<file path="config.mk">
export PLATFORM = sky130hd
export DESIGN_NAME = addern_pipe
export DESIGN_NICKNAME = d
export VERILOG_FILES = /design/src/rtl/addern_pipe.sv
export SDC_FILE = /design/constraint.sdc
export NUM_CORES = 1
export LEC_CHECK = 0
export BUFFER_PORTS_ARGS = -buffer_cell sky130_fd_sc_hd__buf_2
export CORE_MARGIN = 8
export CORE_UTILIZATION = 54
export CTS_BUF_LIST = sky130_fd_sc_hd__clkbuf_2
export DETAILED_ROUTE_END_ITERATION = 7
export PLACE_DENSITY_LB_ADDON = 0.1
export SLEW_MARGIN = 15
export SYNTH_ARGS = -nofsm -noshare
export SYNTH_HDL_FRONTEND = slang
export SYNTH_SLANG_ARGS = --single-unit
</file>
<file path="constraint.sdc">
create_clock -name clk -period 7.1 [get_ports clk]
set_clock_uncertainty 0.05 [all_clocks]
set_input_delay 2.13 -clock clk [delete_from_list [all_inputs] [get_ports clk]]
set_output_delay 2.13 -clock clk [all_outputs]
set_load 0.05 [all_outputs]
</file>
<file path="src/rtl/addern_pipe.sv">
// addern_pipe: pipelined N-bit ripple-carry adder/subtractor, one W-bit chunk per stage.
// Optional signed-overflow output is compiled in when ADDERN_PIPE_OVF_EN is defined.
module addern_pipe #(
    parameter int N      = 32,
    parameter int STAGES = 4
) (
    input  logic         clk,
    input  logic         rst,
    input  logic         in_valid,
    output logic         in_ready,
    input  logic         sub,
    input  logic         carryin,
    input  logic [N-1:0] X,
    input  logic [N-1:0] Y,
    output logic         out_valid,
    input  logic         out_ready,
    output logic [N-1:0] S,
    output logic         carryout
`ifdef ADDERN_PIPE_OVF_EN
    ,
    output logic         overflow
`endif
);
    localparam int W    = N / STAGES;
    localparam int LAST = STAGES - 1;

    logic         adv;

    // Per-stage next-state (what stage k captures) and registered state.
    logic [N-1:0] x_d  [STAGES];
    logic [N-1:0] y_d  [STAGES];
    logic         v_d  [STAGES];
    logic [N-1:0] s_in [STAGES];
    logic         c_in [STAGES];
    logic [N-1:0] s_d  [STAGES];
    logic         c_d  [STAGES];

    logic [N-1:0] x_q  [STAGES];
    logic [N-1:0] y_q  [STAGES];
    logic         v_q  [STAGES];
    logic [N-1:0] s_q  [STAGES];
    logic         c_q  [STAGES];

    logic [W:0]   chunk;

    assign adv      = !v_q[LAST] | out_ready;
    assign in_ready = adv;

    for (genvar k = 0; k < STAGES; k++) begin : g_stage_in
        if (k == 0) begin : g_entry
            assign x_d[k]  = X;
            assign y_d[k]  = sub ? ~Y : Y;
            assign v_d[k]  = in_valid;
            assign s_in[k] = '0;
            assign c_in[k] = sub | carryin;
        end else begin : g_link
            assign x_d[k]  = x_q[k-1];
            assign y_d[k]  = y_q[k-1];
            assign v_d[k]  = v_q[k-1];
            assign s_in[k] = s_q[k-1];
            assign c_in[k] = c_q[k-1];
        end
    end

    // Each stage adds only its own chunk; lower result chunks ride along from earlier stages.
    always_comb begin
        chunk = '0;
        for (int k = 0; k < STAGES; k++) begin
            s_d[k] = '0;
            c_d[k] = 1'b0;
        end
        for (int k = 0; k < STAGES; k++) begin
            chunk            = {1'b0, x_d[k][k*W +: W]} + {1'b0, y_d[k][k*W +: W]}
                             + {{W{1'b0}}, c_in[k]};
            s_d[k]           = s_in[k];
            s_d[k][k*W +: W] = chunk[W-1:0];
            c_d[k]           = chunk[W];
        end
    end

    always_ff @(posedge clk or posedge rst) begin
        if (rst) begin
            for (int k = 0; k < STAGES; k++) begin
                v_q[k] <= 1'b0;
                x_q[k] <= '0;
                y_q[k] <= '0;
                s_q[k] <= '0;
                c_q[k] <= 1'b0;
            end
        end else if (adv) begin
            for (int k = 0; k < STAGES; k++) begin
                v_q[k] <= v_d[k];
                x_q[k] <= x_d[k];
                y_q[k] <= y_d[k];
                s_q[k] <= s_d[k];
                c_q[k] <= c_d[k];
            end
        end
    end

    assign out_valid = v_q[LAST];
    assign S         = s_q[LAST];
    assign carryout  = c_q[LAST];

`ifdef ADDERN_PIPE_OVF_EN
    logic ovf_d;
    logic ovf_q;

    // x ^ y ^ sum at the MSB recovers the carry into bit N-1.
    assign ovf_d = x_d[LAST][N-1] ^ y_d[LAST][N-1] ^ s_d[LAST][N-1] ^ c_d[LAST];

    always_ff @(posedge clk or posedge rst) begin
        if (rst) begin
            ovf_q <= 1'b0;
        end else if (adv) begin
            ovf_q <= ovf_d;
        end
    end

    assign overflow = ovf_q;
`endif

endmodule

</file>
Yosys cells after proc, flatten, opt, wreduce, memory -nomap -nowiden
Index checks and enable logic that the tools add are counted.

storage, ports and cells
  memories = 0
  bits in latches = 0
  memory bits (writable) = 0
  register bits = 280
  output and inout bits = 35
  ROM bits = 0

cells by class
  $lt $le $gt $ge = 0
  equality and inequality tests = 0
  add/sub/neg operators = 8
  multiplexer cells = 1
  divide/modulo/power cells = 0
  reduce and logical (&&, ||, !) cells = 1
  multipliers = 0
  bitwise gates (word level) = 3
  shift operators = 0

operators by type and width
  kind              number
  $add A8 B8 Y9     4
  $add A9 B1 Y9     4
  $mux W32          1
  $not A32 Y32      1
  $or A1 B1 Y1      2
  $logic_not A1 Y1  1

Logic depth before layout (Yosys ltp)
Gate-level depths: netlist (run 1).

  word-level depth = 4
  depth in mapped cells = 11

Worst setup path before layout (run 1)
No wires, ideal clock.

  kind = input-to-output
  start point = input port out_ready
  end point = output port in_ready
  buffers on the path = 2
  stages = 4
  setup slack = 1.917 ns
  arrival time = 3.003 ns
  required time = 4.920 ns
  path through = nor2b_1 -> buf_2 -> clkinv_1 -> clkbuf_1

between the ends
  longest elaborated chain between the ends = 1

ends and longest elaborated chain
  item          RTL line  text
  from (decl)   16        input logic out_ready,
  $or A1 B1 Y1  46        assign adv = !v_q[LAST] | out_ready;
  to (decl)     10        output logic in_ready,

No other way between the ends.

Final worst setup path (run 1)
Same ends and word-level chain as after synthesis.

==> results of run 1 <==
-- registers in the layout (all words and copies together) (netlist names) --
register and count:
out_valid 1, S 32, s_d 48, carryout 1, y_d 48, x_d 48, v_d 3, c_in 3
-- cell usage in the layout (no fill, tap or decap), types with 3 or more instances in the layout --
master      instances
a211oi_1           10
a21o_1              9
a21oi_1            17
a221oi_1            3
buf_2             104
buf_4               4
clkbuf_2           17
clkinv_1            3
clkinv_2            5
clkinvlp_4          4
dfrtp_1           184
fa_1                8
ha_1               28
inv_1               7
nand2_1           428
nand3_1             5
nor2_1             16
nor2b_4             3
nor3_1              6
nor3b_1             6
o21a_1             11
o21ai_0            53
o21bai_1            4
o31a_1              5
o31ai_1             4
or4_1               3
xnor2_1            27
xor2_1             15
-- how the worst min path moves through the flow --
stage / depth (start not counted) / from / slack, ns / endpoint
6_report: 2 / S[6]$_DFFE_PP0P_ / 0.44 / S[6]$_DFFE_PP0P_
5_1_grt: 2 / S[15]$_DFFE_PP0P_ / 0.47 / S[15]$_DFFE_PP0P_
4_1_cts: 2 / s_d[69]$_DFFE_PP0P_ / 0.43 / s_d[37]$_DFFE_PP0P_
2_1_floorplan: 2 / v_d[0]$_DFFE_PP0P_ / 0.38 / v_d[0]$_DFFE_PP0P_
3_3_place_gp: 2 / S[3]$_DFFE_PP0P_ / 0.39 / S[3]$_DFFE_PP0P_
3_5_place_dp: 2 / S[23]$_DFFE_PP0P_ / 0.40 / S[23]$_DFFE_PP0P_
-- layout make-up --
type,count,area [um2]
Fill cell,1399,6000
Tap cell,188,235
Timing Repair Buffer,109,571
Clock buffer,17,85.1
Multi-Input combinational cell,669,3480
Clock inverter,15,136
Inverter,9,40.0
Sequential cell,184,4600
-- cells by family (layout without fill, tap and decap cells) --
logic type               count (synthesis)  after routing  synth area share [%]
buffers and inverters                   54            150                  2.80
AND/OR/NAND/NOR                        471            471                  22.3
XOR/XNOR                                42             42                  4.43
AO/OA/AOI/OAI                          120            120                  8.93
flip-flops                             184            184                  55.4
adder cells (fa/ha/maj)                 36             36                  6.15
-- metal layers --
layer / track usage (%) / share of wire [%] / vias to the layer above
li1: - / - / 3076
met2: 25.3 / 44 / 98
met1: 23.8 / 51 / 2750
met3: 4.21 / 3.9 / 11
met4: 4.63 / 0.74 / 0
met5: 0 / 0 / -
-- power by group through the flow --
stage	Combinational (mW)	Clock, mW	Sequential, mW
global placement	1.79	0	1.79
CTS	1.83	0.518	1.77
detailed placement	1.82	0	1.80
floorplan	1.12	0	2.07
global route	2.04	0.559	1.83
finish	1.80	0.499	1.77
-- critical path: cells and delay by family --
family | cells | cell delay (ns)
buffers and inverters | 3 | 0.95
and+or+nand+nor | 1 | 0.05
==> results.sh, run 1 <==
export IMPL_switching_share_pct=43.7
export IMPL_p_int_mw=2.29
export IMPL_layout_cells_non_filler=1191
export IMPL_arrival_ns=3.19
export IMPL_maxSlewViolCount=0
export IMPL_path_cells="buf_2, nor2b_4, inv_4, buf_2"
export IMPL_crit_path_start="out_ready"
export IMPL_row_count=45
export IMPL_finalSetupTns_ns=0
export IMPL_tritoncts="done"
export IMPL_remaining_drc_errors=0
export IMPL_worst_path_max_delay_cell="inv_4"
export IMPL_clk_latency_ns=0.73
export IMPL_placed_cell_area_um2=8930
export IMPL_crit_required_ns=4.92
export IMPL_power_switching_mw=1.78
export IMPL_antenna_found_initial=0
export IMPL_wl_per_cell_um=13.4
export IMPL_cts_sinks=184
export IMPL_r2r_setup_slack_ns=3.93
export IMPL_ys_seq_area_share_pct=55.4
export IMPL_cts_root_buf="clkbuf_2"
export IMPL_synth_area_um2=8310
export IMPL_utilization_pct=60.4
export IMPL_area_growth_pct=10.1
export IMPL_ys_async_sr_fraction_pct=100
export IMPL_clkPwrFrac_pct=12.3
export IMPL_leakage_nw=4.73
export IMPL_dieArea_um2=19600
export IMPL_pin_count=105
export IMPL_cts_setup_buffers=0
export IMPL_worst_pin_slew_ns=1.13
export IMPL_endpoint="in_ready"
export IMPL_cts_inserted_buffers=17
export IMPL_yosysTopAreaCell="dfrtp_1"
export IMPL_cts_max_level=4
export IMPL_regToRegStartpoint="out_valid$_DFFE_PP0P_"
export IMPL_port_buffers=104
export IMPL_worstSetupPathType="input port to primary output"
export IMPL_critPathMaxStageDelay_ns=0.46
export IMPL_hold_slack_ns=0.439
export IMPL_drive_above_1_share_pct=14.5
export IMPL_netlist_top_cells_area="dfrtp_1 (55%), nand2_1 (19%), ha_1 (4.2%)"
export IMPL_synth_common_cells="nand2_1 (428), dfrtp_1 (184), o21ai_0 (53)"
export IMPL_dp_hpwl_um=10600
export IMPL_die_x_um=140
export IMPL_cp_end_kind="primary output"
export IMPL_power_density_nw_per_um2=444
export IMPL_syn_num_nets=1013
export IMPL_hold_buffers=0
export IMPL_synth_ff_type="dfrtp_1"
export IMPL_synth_distinct_cells=34
export IMPL_maxCapViolCount=0
export IMPL_placed_cells=1159
export IMPL_synth_edf_count=0
export IMPL_yosysMostFrequentCell="nand2_1"
export IMPL_hold_path_class="flip-flop to flip-flop"
export IMPL_status="completed"
export IMPL_fin_nets=1096
export IMPL_post_place_ws_ns=1.73
export IMPL_comb_power_share_pct=44.2
export IMPL_grt_max_degree=185
export IMPL_vias=5935
export IMPL_die_height_um=140
export IMPL_drt_pass1_iter_count=4
export IMPL_ant_nets=0
export IMPL_rr_endpoint="s_d[71]$_DFFE_PP0P_"
export IMPL_r2r_cells=6
export IMPL_grt_pass1_wl_um=27100
export IMPL_ir_drop_mv=0.159
export IMPL_vias_per_cell=4.98
export IMPL_fin_crit_sh_pct=75.6
export IMPL_yosysTopAreaCellShare_pct=55.4
export IMPL_antenna_cells=0
export IMPL_hold_viol_final=0
export IMPL_p_seq_share_pct=43.5
export IMPL_clk_pin_slew_ns=0.21
export IMPL_grt_usage_pct=16.8
export IMPL_post_route_min_period_ns=5.37
export IMPL_yosysWarningCount=0
export IMPL_cp_common_cell="buf_2"
export IMPL_slew_headroom_pct=24.6
export IMPL_clk_path_buf_depth=2
export IMPL_grt_overflow_total=0
export IMPL_grt_pass1_vias=5549
export IMPL_critPathLaunchType="input port"
export IMPL_design_area_um2=9150
export IMPL_ys_seq_elements=184
export IMPL_drt_initial_drc_count=375
export IMPL_postSynthCellCount=907
export IMPL_coreArea_um2=15100
export IMPL_place_gp_congestion=0.844
export IMPL_fmax_ghz=0.186
export IMPL_rsz0062_at_grt="false"
export IMPL_finalPower_mw=4.06
export IMPL_synth_avg_cell_area_um2=9.16
export IMPL_worst_slack_ns=1.73
export IMPL_setup_viol=0
export IMPL_cts_resized=0
export IMPL_finalWirelength_um=16000
export IMPL_crit_fanout=68
export IMPL_start_util_pct=54.8
Power figures use the tool's default switching activity.
==> inputs of run 2 (changes only) <==
--- a/config.mk
+++ b/config.mk
@@ -7,7 +7,7 @@
 export LEC_CHECK = 0
 export BUFFER_PORTS_ARGS = -buffer_cell sky130_fd_sc_hd__buf_2
 export CORE_MARGIN = 8
-export CORE_UTILIZATION = 54
+export CORE_UTILIZATION = 60
 export CTS_BUF_LIST = sky130_fd_sc_hd__clkbuf_2
 export DETAILED_ROUTE_END_ITERATION = 7
 export PLACE_DENSITY_LB_ADDON = 0.1
==> constraint.sdc (replaced) <==
create_clock -name clk -period 5.3 [get_ports clk]
set_clock_uncertainty 0.05 [all_clocks]
set_input_delay 1.59 -clock clk [delete_from_list [all_inputs] [get_ports clk]]
set_output_delay 1.59 -clock clk [all_outputs]
set_load 0.05 [all_outputs]
==> results.sh, run 2 (synthesized netlist as in run 1, its figures left out) <==
export IMPL_grt_max_degree=226
export IMPL_remaining_drc_errors=0
export IMPL_cts_sinks=184
export IMPL_pin_count=105
export IMPL_dp_hpwl_um=11200
export IMPL_vias_per_cell=5.12
export IMPL_maxSlewViolCount=0
export IMPL_placed_cell_area_um2=8950
export IMPL_grt_usage_pct=18.9
export IMPL_finalWirelength_um=16200
export IMPL_rsz0062_at_grt="false"
export IMPL_power_switching_mw=2.39
export IMPL_regToRegStartpoint="x_d[48]$_DFFE_PP0P_"
export IMPL_worstSetupPathType="input port to primary output"
export IMPL_fin_crit_sh_pct=71.7
export IMPL_cts_setup_buffers=0
export IMPL_die_x_um=134
export IMPL_start_util_pct=60.5
export IMPL_grt_pass1_wl_um=27600
export IMPL_place_gp_congestion=0.828
export IMPL_cts_max_level=4
export IMPL_crit_path_start="out_ready"
export IMPL_leakage_nw=4.76
export IMPL_multi_input_area_um2=3480
export IMPL_grt_pass1_vias=5861
export IMPL_vias=6077
export IMPL_drive_above_1_share_pct=14.9
export IMPL_maxCapViolCount=0
export IMPL_critPathLaunchType="input port"
export IMPL_crit_required_ns=3.66
export IMPL_antenna_cells=0
export IMPL_arrival_ns=2.16
export IMPL_antenna_found_initial=0
export IMPL_fmax_ghz=0.263
export IMPL_cts_inserted_buffers=17
export IMPL_cp_end_kind="primary output"
export IMPL_drt_initial_drc_count=426
export IMPL_hold_path_class="flip-flop to flip-flop"
export IMPL_fin_nets=1100
export IMPL_switching_share_pct=43.7
export IMPL_design_area_um2=9190
export IMPL_cts_resized=0
export IMPL_mostFrequentLayoutCells="nand2_1 (428), dfrtp_1 (184), buf_2 (104)"
export IMPL_status="completed"
export IMPL_hold_viol_final=0
export IMPL_dieArea_um2=17900
export IMPL_cts_root_buf="clkbuf_2"
export IMPL_clkPwrFrac_pct=12.3
export IMPL_comb_power_share_pct=44.2
export IMPL_ir_drop_mv=0.249
export IMPL_clk_path_buf_depth=2
export IMPL_row_count=43
export IMPL_p_seq_share_pct=43.5
export IMPL_coreArea_um2=13700
export IMPL_hold_buffers=0
export IMPL_drt_pass1_iter_count=4
export IMPL_setup_viol=0
export IMPL_slew_headroom_pct=35.9
export IMPL_wl_per_cell_um=13.6
export IMPL_regArea_um2=4600
export IMPL_area_growth_pct=10.7
export IMPL_fill_cells=1172
export IMPL_power_density_nw_per_um2=595
export IMPL_die_height_um=134
export IMPL_tritoncts="done"
export IMPL_hold_start="s_d[37]$_DFFE_PP0P_"
export IMPL_p_int_mw=3.08
export IMPL_grt_overflow_total=0
export IMPL_final_common_cell="nand2_1"
export IMPL_port_buffers=104
export IMPL_post_route_min_period_ns=3.80
export IMPL_crit_fanout=2
export IMPL_finalSetupTns_ns=0
export IMPL_clk_pin_slew_ns=0.23
export IMPL_worst_pin_slew_ns=0.961
export IMPL_clk_latency_ns=0.72
export IMPL_ant_nets=0
-- run 2: cell count changes in the layout (fill, tap and decap cells not counted) --
cell,before,now
clkinvlp_4,4,5
buf_12,1,3
clkinv_1,3,1
clkinv_4,2,1
clkbuf_2,17,18
buf_4,4,6
inv_6,0,1
clkinv_2,5,4
-- run 2: power groups by stage --
stage | Sequential [mW] | Clock [mW] | Combinational [mW]
floorplan | 2.77 | 0 | 1.51
global placement | 2.39 | 0 | 2.37
detailed placement | 2.42 | 0 | 2.43
CTS | 2.38 | 0.692 | 2.45
global route | 2.46 | 0.747 | 2.72
finish | 2.38 | 0.671 | 2.42
-- run 2: worst paths after layout --
check	endpoint	slack, ns	depth (start not counted)
max in group asynchronous	y_d[86]$_DFFE_PP0P_	3.43	4
setup / recovery	in_ready	1.50	4
hold reg to reg	s_d[5]$_DFFE_PP0P_	0.43	2
setup reg to reg	c_in[0]$_DFFE_PP0P_	2.81	7
min in group asynchronous	s_d[65]$_DFFE_PP0P_	0.74	2
hold / removal	s_d[5]$_DFFE_PP0P_	0.43	2
-- run 2: metrics by stage --
stage / setup WS (ns) / hold slack (ns) / utilization, % / instances / power (mW)
2_1_floorplan: 1.20 / 0.380 / - / 907 / 4.28
3_3_place_gp: 1.43 / 0.396 / 65.2 / 1154 / 4.77
3_5_place_dp: 1.37 / 0.401 / 65.2 / 1154 / 4.85
4_1_cts: 1.50 / 0.448 / 66.9 / 1185 / 5.52
5_1_grt: 1.48 / 0.461 / 67.0 / 1186 / 5.92
6_report: 1.50 / 0.434 / 67.0 / 1186 / 5.47
-- run 2: final cells by class --
type / count / area share [%]
Multi-Input combinational cell: 669 / 37.8
Inverter: 9 / 0.436
Clock buffer: 18 / 0.980
Sequential cell: 184 / 50.1
Timing Repair Buffer: 113 / 6.81
Tap cell: 180 / 2.45
Clock inverter: 13 / 1.43
-- run 2: per-layer routing --
layer  part of all wire [%]  GRT usage, %  routed length, um  vias to the layer above
li1                       -             -                  -                     3088
met1                     47          25.7               7590                     2853
met2                     47          29.4               7550                      117
met3                    5.0          4.14                801                       19
met4                    1.4          6.43                225                        0
met5                      0             0                  0                        -
-- run 2: critical path: stages --
cell     delay [ns]
buf_2          0.11
nor2b_4        0.16
inv_4          0.07
buf_2          0.21
==> inputs of run 3 (changes only) <==
--- a/config.mk
+++ b/config.mk
@@ -5,6 +5,7 @@
 export SDC_FILE = /design/constraint.sdc
 export NUM_CORES = 1
 export LEC_CHECK = 0
+export ABC_AREA = 1
 export BUFFER_PORTS_ARGS = -buffer_cell sky130_fd_sc_hd__buf_2
 export CORE_MARGIN = 8
 export CORE_UTILIZATION = 60
==> constraint.sdc (replaced) <==
create_clock -name clk -period 3.66 [get_ports clk]
set_clock_uncertainty 0.05 [all_clocks]
set_input_delay 1.098 -clock clk [delete_from_list [all_inputs] [get_ports clk]]
set_output_delay 1.098 -clock clk [all_outputs]
set_load 0.05 [all_outputs]
==> results.sh, run 3 <==
export IMPL_mostFrequentLayoutCells="nand2_1 (374), dfrtp_1 (184), buf_2 (104)"
export IMPL_tritoncts="done"
export IMPL_die_x_um=136
export IMPL_layout_cells_non_filler=1257
export IMPL_drt_initial_drc_count=489
export IMPL_clk_path_buf_depth=2
export IMPL_netlist_top_cells_area="dfrtp_1 (54%), nand2_1 (16%), o21ai_0 (5.7%)"
export IMPL_ir_drop_mv=0.774
export IMPL_cts_root_buf="clkbuf_2"
export IMPL_yosysMostFrequentCell="nand2_1"
export IMPL_critPathLaunchType="flip-flop"
export IMPL_maxSlewViolCount=0
export IMPL_cts_setup_buffers=0
export IMPL_synth_distinct_cells=27
export IMPL_dp_hpwl_um=11000
export IMPL_fmax_ghz=0.328
export IMPL_wl_per_cell_um=12.7
export IMPL_ys_async_sr_fraction_pct=100
export IMPL_r2r_cells=9
export IMPL_synth_ff_type="dfrtp_1"
export IMPL_power_density_nw_per_um2=870
export IMPL_cp_end_kind="primary output"
export IMPL_grt_pass1_wl_um=27700
export IMPL_crit_required_ns=2.51
export IMPL_syn_num_nets=1084
export IMPL_leakage_nw=4.98
export IMPL_fill_cells=1177
export IMPL_arrival_ns=1.90
export IMPL_slew_headroom_pct=49.2
export IMPL_post_route_min_period_ns=3.05
export IMPL_worst_slack_ns=0.613
export IMPL_ys_seq_area_share_pct=53.6
export IMPL_ant_nets=0
export IMPL_finalSetupTns_ns=0
export IMPL_clk_latency_ns=0.74
export IMPL_post_place_ws_ns=0.658
export IMPL_final_common_cell="nand2_1"
export IMPL_area_growth_pct=9.47
export IMPL_antenna_found_initial=1
export IMPL_synth_avg_cell_area_um2=8.78
export IMPL_yosysWarningCount=0
export IMPL_vias_per_cell=4.98
export IMPL_ys_seq_elements=184
export IMPL_yosysTopAreaCellShare_pct=53.6
export IMPL_maxCapViolCount=0
export IMPL_coreArea_um2=13900
export IMPL_grt_pass1_vias=5883
export IMPL_cts_inserted_buffers=17
export IMPL_hold_path_class="input port to async pin"
export IMPL_pin_count=105
export IMPL_status="completed"
export IMPL_place_gp_congestion=0.790
export IMPL_die_height_um=136
export IMPL_row_count=43
export IMPL_start_util_pct=61.6
export IMPL_drt_pass1_iter_count=4
export IMPL_remaining_drc_errors=0
export IMPL_worstSetupPathType="flip-flop to primary output"
export IMPL_vias=6261
export IMPL_synth_common_cells="nand2_1 (374), dfrtp_1 (184), o21ai_0 (98)"
export IMPL_hold_viol_final=0
export IMPL_synth_edf_count=0
export IMPL_hold_buffers=0
export IMPL_fin_crit_sh_pct=83.3
export IMPL_placed_cells=1224
export IMPL_regArea_um2=4600
export IMPL_grt_max_degree=209
export IMPL_synth_area_um2=8590
export IMPL_fin_nets=1169
export IMPL_cts_sinks=184
export IMPL_port_buffers=104
export IMPL_finalWirelength_um=16000
export IMPL_crit_fanout=33
export IMPL_setup_viol=0
export IMPL_worst_pin_slew_ns=0.763
export IMPL_grt_usage_pct=18.6
export IMPL_multi_input_area_um2=3340
export IMPL_dieArea_um2=18400
export IMPL_clk_pin_slew_ns=0.23
export IMPL_drive_above_1_share_pct=14.1
export IMPL_cts_max_level=4
export IMPL_rsz0062_at_grt="false"
export IMPL_cts_resized=0
export IMPL_finalPower_mw=8.18
export IMPL_yosysTopAreaCell="dfrtp_1"
export IMPL_postSynthCellCount=978
export IMPL_grt_overflow_total=0
run 3: cell count changes after synthesis, moves of 8 or more:
cell / previous run / this run
inv_1: 8 / 89
nand2_1: 428 / 374
o21ai_0: 53 / 98
nand3_1: 5 / 34
buf_4: 0 / 18
buf_2: 24 / 7
o21ai_1: 1 / 17
o21a_1: 11 / 0
a21o_1: 9 / 0
buf_6: 0 / 8
clkbuf_1: 18 / 10
nand3b_1: 0 / 8
xor2_1: 15 / 7
run 3: where the power goes:
group / internal (mW) / leakage (nW) / switching (mW)
logic: 1.19 / 2.58 / 2.45
clock network: 0.510 / 0.172 / 0.658
registers: 2.92 / 2.22 / 0.452
run 3: area by class of cell:
| type | count | share of cell area (%) |
|---|---|---|
| flip-flops and latches | 184 | 49.0 |
| multi-input cells | 660 | 35.6 |
| repair buffers | 110 | 6.28 |
| inverters | 90 | 3.66 |
| well taps | 180 | 2.40 |
| clock inverters | 15 | 2.20 |
| clock buffers | 17 | 0.905 |
| diodes | 1 | 0.0266 |
run 3: logic make-up (layout without fill, tap and decap cells):
family / count (synthesis) / after routing / share of synthesized area (%)
xor gates and xnor gates: 32 / 32 / 3.26
and+or+nand+nor: 452 / 452 / 21.0
DFF: 184 / 184 / 53.6
adders and majority gates: 36 / 36 / 5.94
other: 0 / 1 / 0
buffers and inverters: 134 / 232 / 7.52
AOI/OAI and AO/OA: 140 / 140 / 8.70
run 3: worst max-delay path: stages, from the launching register on:
cell,delay [ns]
dfrtp_1,0.43
inv_1,0.09
nor2_4,0.05
inv_4,0.25
buf_2,0.34
run 3: final timing paths:
check                                 startpoint                  end  slack [ns]
max in group asynchronous                    rst     S[4]$_DFFE_PP0P_        2.52
setup / recovery           out_valid$_DFFE_PP0P_             in_ready        0.61
hold reg to reg              x_d[86]$_DFFE_PP0P_  x_d[54]$_DFFE_PP0P_        0.45
hold / removal                               rst  c_in[0]$_DFFE_PP0P_        0.44
setup reg to reg             x_d[48]$_DFFE_PP0P_  s_d[22]$_DFFE_PP0P_        1.63
min in group clk             x_d[86]$_DFFE_PP0P_  x_d[54]$_DFFE_PP0P_        0.45
run 3: per-layer routing:
layer / global-route usage (%) / wire length [um] / vias up
met1: 27.4 / 8170 / 2897
met2: 26.3 / 6870 / 113
met4: 5.80 / 181 / 0
met3: 4.64 / 737 / 18
met5: 0 / 0 / -
li1: - / - / 3233
run 3: stage by stage:
step	hold slack, ns	utilization, %	cell area, um2
finish	0.440	67.5	9400
global route	0.374	67.5	9400
CTS	0.398	67.5	9400
detailed placement	0.405	65.4	9110
global placement	0.399	65.4	9110
floorplan	0.390	-	8590
